--- src/rtl/frame_align_pkg.sv ---
// Shared constants for the ETROC2 read-side frame aligner: default frame
// geometry, sync field definition and the legacy 2-bit FSM encoding.
package frame_align_pkg;

  localparam int          DEF_FRAMEWIDTH    = 40;
  localparam logic [17:0] DEF_SYNC_PAT      = 18'h03C5C;
  localparam int          DEF_SYNC_LSB      = 22;
  localparam int          DEF_LOCK_THRESH   = 32;
  localparam int          DEF_UNLOCK_THRESH = 4;

  // A slipping read consumes one extra bit to move the frame boundary.
  localparam int          SLIPLEN           = DEF_FRAMEWIDTH + 1;

  typedef logic [1:0] state_t;

  localparam state_t ST_SEARCH  = 2'd0;
  localparam state_t ST_CONFIRM = 2'd1;
  localparam state_t ST_LOCKED  = 2'd2;

endpackage

--- src/rtl/frame_align_ctrl.sv ---
// Read-side sequencer for the variable-read word buffer: hunts for the frame
// sync field one bit slip at a time, then forwards aligned frames.
module frame_align_ctrl
  import frame_align_pkg::*;
#(
  parameter int          FRAMEWIDTH    = DEF_FRAMEWIDTH,
  parameter logic [17:0] SYNC_PAT      = DEF_SYNC_PAT,
  parameter int          SYNC_LSB      = DEF_SYNC_LSB,
  parameter int          LOCK_THRESH   = DEF_LOCK_THRESH,
  parameter int          UNLOCK_THRESH = DEF_UNLOCK_THRESH
) (
  input  logic                  clk,
  input  logic                  rstn,
  input  logic                  in_valid,
  output logic                  in_ready,
  output logic                  buf_wren,
  output logic                  buf_rden,
  output logic [6:0]            buf_readLength,
  input  logic [FRAMEWIDTH-1:0] buf_dout,
  input  logic [6:0]            buf_bitsCount,
  input  logic                  buf_full,
  output logic [FRAMEWIDTH-1:0] out_frame,
  output logic                  out_valid,
  input  logic                  out_ready,
  output logic                  locked,
  output logic [5:0]            slip_cnt,
  output logic                  overflow,
  output logic                  search_wrap
);

  localparam int            GW        = $clog2(LOCK_THRESH + 1);
  localparam int            BW        = $clog2(UNLOCK_THRESH + 1);
  localparam logic [GW-1:0] GOOD_LAST = GW'(LOCK_THRESH - 1);
  localparam logic [BW-1:0] BAD_LAST  = BW'(UNLOCK_THRESH - 1);
  localparam logic [6:0]    LEN_FRAME = 7'(FRAMEWIDTH);
  localparam logic [6:0]    LEN_SLIP  = 7'(FRAMEWIDTH + 1);
  localparam logic [5:0]    SLIP_LAST = 6'(FRAMEWIDTH - 1);

  state_t                  state_q, state_d;
  logic [GW-1:0]           good_cnt_q, good_cnt_d;
  logic [BW-1:0]           bad_cnt_q, bad_cnt_d;
  logic [5:0]              slip_cnt_q, slip_cnt_d;
  logic                    overflow_q, overflow_d;
  logic                    search_wrap_q, search_wrap_d;
  logic [FRAMEWIDTH-1:0]   out_frame_q, out_frame_d;
  logic                    out_valid_q, out_valid_d;

  logic hunting;
  logic match;
  logic rd_ok;
  logic slip;
  logic load;

  // While hunting, a read is only issued when a slip read would also be covered.
  always_comb begin
    hunting  = (state_q != ST_LOCKED);
    match    = (buf_dout[SYNC_LSB +: 18] == SYNC_PAT);
    in_ready = ~buf_full;
    buf_wren = rstn & in_valid & ~buf_full;
    if (hunting) begin
      rd_ok = (buf_bitsCount >= LEN_SLIP);
    end else begin
      rd_ok = (buf_bitsCount >= LEN_FRAME) & (~out_valid_q | out_ready);
    end
    buf_rden       = rstn & rd_ok;
    slip           = buf_rden & hunting & ~match;
    load           = buf_rden & ~hunting;
    buf_readLength = slip ? LEN_SLIP : LEN_FRAME;
  end

  always_comb begin
    state_d       = state_q;
    good_cnt_d    = good_cnt_q;
    bad_cnt_d     = bad_cnt_q;
    slip_cnt_d    = slip_cnt_q;
    search_wrap_d = search_wrap_q;
    overflow_d    = overflow_q | (in_valid & buf_full);

    if (slip) begin
      if (slip_cnt_q == SLIP_LAST) begin
        slip_cnt_d    = '0;
        search_wrap_d = 1'b1;
      end else begin
        slip_cnt_d = slip_cnt_q + 6'd1;
      end
    end

    if (buf_rden) begin
      case (state_q)
        ST_SEARCH: begin
          if (match) begin
            state_d    = ST_CONFIRM;
            good_cnt_d = GW'(1);
          end
        end
        ST_CONFIRM: begin
          if (!match) begin
            state_d    = ST_SEARCH;
            good_cnt_d = '0;
          end else if (good_cnt_q >= GOOD_LAST) begin
            state_d    = ST_LOCKED;
            good_cnt_d = '0;
            bad_cnt_d  = '0;
          end else begin
            good_cnt_d = good_cnt_q + GW'(1);
          end
        end
        ST_LOCKED: begin
          if (match) begin
            bad_cnt_d = '0;
          end else if (bad_cnt_q >= BAD_LAST) begin
            state_d   = ST_SEARCH;
            bad_cnt_d = '0;
          end else begin
            bad_cnt_d = bad_cnt_q + BW'(1);
          end
        end
        default: state_d = ST_SEARCH;
      endcase
    end
  end

  // The output register only moves when downstream is not stalling it.
  always_comb begin
    out_frame_d = load ? buf_dout : out_frame_q;
    out_valid_d = load | (out_valid_q & ~out_ready);
  end

  always_ff @(posedge clk) begin
    if (!rstn) begin
      state_q       <= ST_SEARCH;
      good_cnt_q    <= '0;
      bad_cnt_q     <= '0;
      slip_cnt_q    <= '0;
      overflow_q    <= 1'b0;
      search_wrap_q <= 1'b0;
      out_frame_q   <= '0;
      out_valid_q   <= 1'b0;
    end else begin
      state_q       <= state_d;
      good_cnt_q    <= good_cnt_d;
      bad_cnt_q     <= bad_cnt_d;
      slip_cnt_q    <= slip_cnt_d;
      overflow_q    <= overflow_d;
      search_wrap_q <= search_wrap_d;
      out_frame_q   <= out_frame_d;
      out_valid_q   <= out_valid_d;
    end
  end

  assign out_frame   = out_frame_q;
  assign out_valid   = out_valid_q;
  assign locked      = (state_q == ST_LOCKED);
  assign slip_cnt    = slip_cnt_q;
  assign overflow    = overflow_q;
  assign search_wrap = search_wrap_q;

endmodule

--- config.mk ---
export PLATFORM = sky130hd
export DESIGN_NAME = frame_align_ctrl
export DESIGN_NICKNAME = d
export VERILOG_FILES = /design/src/rtl/frame_align_pkg.sv /design/src/rtl/frame_align_ctrl.sv
export SDC_FILE = /design/constraint.sdc
export NUM_CORES = 1
export LEC_CHECK = 0
export ABC_AREA = 1
export CORE_MARGIN = 2
export CORE_UTILIZATION = 40
export DETAILED_ROUTE_END_ITERATION = 16
export PLACE_DENSITY = 0.78
export SLEW_MARGIN = 20
export SYNTH_ARGS = -nofsm -noshare
export SYNTH_HDL_FRONTEND = slang
export SYNTH_SLANG_ARGS = --single-unit
--- constraint.sdc ---
create_clock -name clk -period 2.26 [get_ports clk]
set_clock_uncertainty 0.2 [all_clocks]
set_input_delay 0.226 -clock clk [delete_from_list [all_inputs] [get_ports clk]]
set_output_delay 0.226 -clock clk [all_outputs]
set_load 0.02 [all_outputs]
==> qor.txt <==
Unrepaired setup endpoints after global routing -> no
Diodes inserted -> 0
Max-slew violations -> 0
Drt first pass iters -> 4
# port buffers -> 105
GR Util met3 -> 0.0825
Ys flop type -> dfxtp_1
Overflow after GRT -> 0
Seq pwr share -> 0.423
Max cap viols -> 0
Crit Path Class -> reg2out
Crit path launch type -> flop
EDFF count, synth -> 0
Via count -> 3037
Min cycle time layout -> 2.13 ns
Switch share -> 0.211
Routed WL -> 7990 um
Fin area -> 4320 um2
Drt initial violations -> 198
Ports -> 112
Yosys reg bits -> 60
Hold buffer count at CTS -> 0
Mapped cell area -> 2790 um2
Fill count -> 596
Mean Syn Cell Area -> 7.05 um2
Combinational share of power -> 0.099
First-pass GRT wire length -> 13600 um
Sequential cell area -> 1200 um2
Tot GR Track Use -> 0.224
Clk pwr share -> 0.478
Gr busiest metal -> met2
Met1 Use GR -> 0.265
Area grow syn2layout -> 54.7%
CTS buffer count -> 9
Sequential fraction of the synthesis area -> 0.430
Commonest cells after routing, fill and taps aside -> clkdlybuf4s50_1 (103), nand2_1 (91), nand3_1 (60)
Pwr/cell area -> 584 nW/um2
WL/cell -> 13.3 um
Initial antenna violation count -> 0
Min setup slack post-route -> 0.133 ns
CP Max Fanout -> 4
Die ar. -> 7660 um2
Synth warn -> 0
Largest net degree at the start of global routing -> 45
Critical Path Max Stage Delay -> 0.35 ns
Width of the die -> 87.5 um
Multi-input logic area -> 1390 um2
Starting Density -> 0.413
Max Clk Rate -> 0.470 GHz
NetSw -> 532 uW
Area after DPL -> 4050 um2
DP Worst Slack -> -0.115 ns
CP most frequent cell -> nand2_1
Core area -> 6760 um2
Die H -> 87.5 um
FFs w/ async S/R, synth -> 0
Sink Count -> 60
# nets final -> 574
Critical Path RT -> 1.83 ns
DRC viols -> 0
Buf+Inv Stages, Crit Path -> 2
Status -> finished, final reports clean
Final setup vio count -> 0
Static leakage -> 1.63 nW
Family with the most delay on the worst path -> buffers and inverters
Distinct cell type count after synthesis -> 24
Fraction of layout cells with a size suffix above 1 -> 0.102
CTS tree -> done
Vias/cell -> 5.06
Final ANT Viol Nets -> 0
Hpwl dp -> 5690 um
Crit end category -> output pin
Root Driver -> clkbuf_8
Peak supply drop -> 0.350 mV
Commonest non-fill, non-tap cell in the layout -> clkdlybuf4s50_1
Worst-path clk slew -> 0.06 ns
Clock tree buffer depth -> 2
Slowest stage cell, crit path -> clkdlybuf4s15_1
CP cell instances -> inv_2 > ha_4 > nor2_1 > nand2_1 > nand2_1 > nand2_1 > nand2_1 > a21oi_4 > clkdlybuf4s15_1
P_int -> 1.99 mW
# rows -> 30
Number of H-tree levels -> 3
Fin crit share -> 0.941
GP Congestion -> 0.907
Post-Synthesis Cells -> 396
GR Util met2 -> 0.364
Clock Latency Late Sink -> 0.32 ns
WP data arrival -> 1.70 ns
Final hold violation count -> 0
Worst hold path class -> reg2reg
Vias in the first global route -> 3000
-- synth_stat cells, types with 3 or more instances --
master | n | area share
o21ai_0 | 9 | 0.016
nor3_1 | 5 | 0.0090
inv_1 | 27 | 0.036
nand4_1 | 3 | 0.0067
nand3b_1 | 3 | 0.0081
buf_2 | 9 | 0.016
clkbuf_1 | 10 | 0.013
a21oi_1 | 51 | 0.091
nand2_1 | 92 | 0.12
nand3_1 | 60 | 0.11
ha_1 | 7 | 0.031
dfxtp_1 | 60 | 0.43
buf_4 | 7 | 0.019
nor2_1 | 39 | 0.052
or2_2 | 3 | 0.0067
-- metal layers --
| metal | vias to the layer above | wire length [um] |
|---|---|---|
| met3 | 11 | 700 |
| li1 | 1520 | - |
| met5 | - | 0 |
| met1 | 1402 | 3290 |
| met4 | 0 | 110 |
| met2 | 104 | 3890 |
-- registers in the layout (all words and copies together), names as in the netlist --
signal,count
out_frame,40
slip_cnt,6
out_valid,1
state_q,2
good_cnt_q,6
overflow,1
bad_cnt_q,3
search_wrap,1
-- worst reg2reg max path: cells and delay by family, from the launching register on --
family / cells / cell delay, ns
compound gates: 2 / 0.22
fa+ha+maj: 1 / 0.17
buf+inv: 3 / 0.45
flops: 1 / 0.37
simple gates: 7 / 0.55
-- per-stage QoR --
step | hold slack, ns | instances | total power [mW] | utilization | TNS (ns)
2_1_floorplan | 0.189 | 400 | 1.19 | - | 0
3_3_place_gp | 0.247 | 584 | 1.34 | 0.599 | -0.164
3_5_place_dp | 0.252 | 584 | 1.34 | 0.599 | -0.226
4_1_cts | 0.262 | 600 | 2.54 | 0.635 | 0
5_1_grt | 0.268 | 600 | 2.60 | 0.639 | 0
6_report | 0.262 | 600 | 2.52 | 0.639 | 0
-- worst paths after layout --
path / depth (start not counted) / to / startpoint / slack, ns
max: 9 / buf_rden / state_q[0]$_SDFFE_PN0P_ / 0.13
min: 2 / out_frame[23]$_SDFFE_PN0P_ / out_frame[23]$_SDFFE_PN0P_ / 0.26
max reg2reg: 13 / out_frame[34]$_SDFFE_PN0P_ / state_q[0]$_SDFFE_PN0P_ / 0.23
min reg2reg: 2 / out_frame[23]$_SDFFE_PN0P_ / out_frame[23]$_SDFFE_PN0P_ / 0.26
-- cell type report --
class                      count  share of cell area
multi-input combinational    287               0.322
tap                           80              0.0232
sequential                    60               0.279
inverter                      27              0.0235
clock buffer                  12              0.0360
timing repair buffer         130               0.295
clock inverter                 4              0.0220
-- power by group through the flow --
stage / Sequential (mW) / Clock (mW) / Combinational, mW
after floorplan: 1.10 / 0 / 0.0909
after global placement: 1.09 / 0 / 0.244
after detailed placement: 1.09 / 0 / 0.247
after CTS: 1.07 / 1.22 / 0.247
after global routing: 1.07 / 1.27 / 0.269
final: 1.07 / 1.21 / 0.249
-- repair_timing --
item                       in CTS  in global routing
resized for setup               5                  8
setup buffers                   0                  0
setup endpoints to repair       2                  5
pin swaps                       0                  1
-- cells by family after synthesis --
logic type / share of synthesized area
flip-flops: 0.430
buffers and inverters: 0.0848
adder cells (fa/ha/maj): 0.0314
AND/OR/NAND/NOR: 0.323
AO/OA/AOI/OAI: 0.118
other: 0.00269
XOR/XNOR: 0.00942
Power figures use the tool's default switching activity.
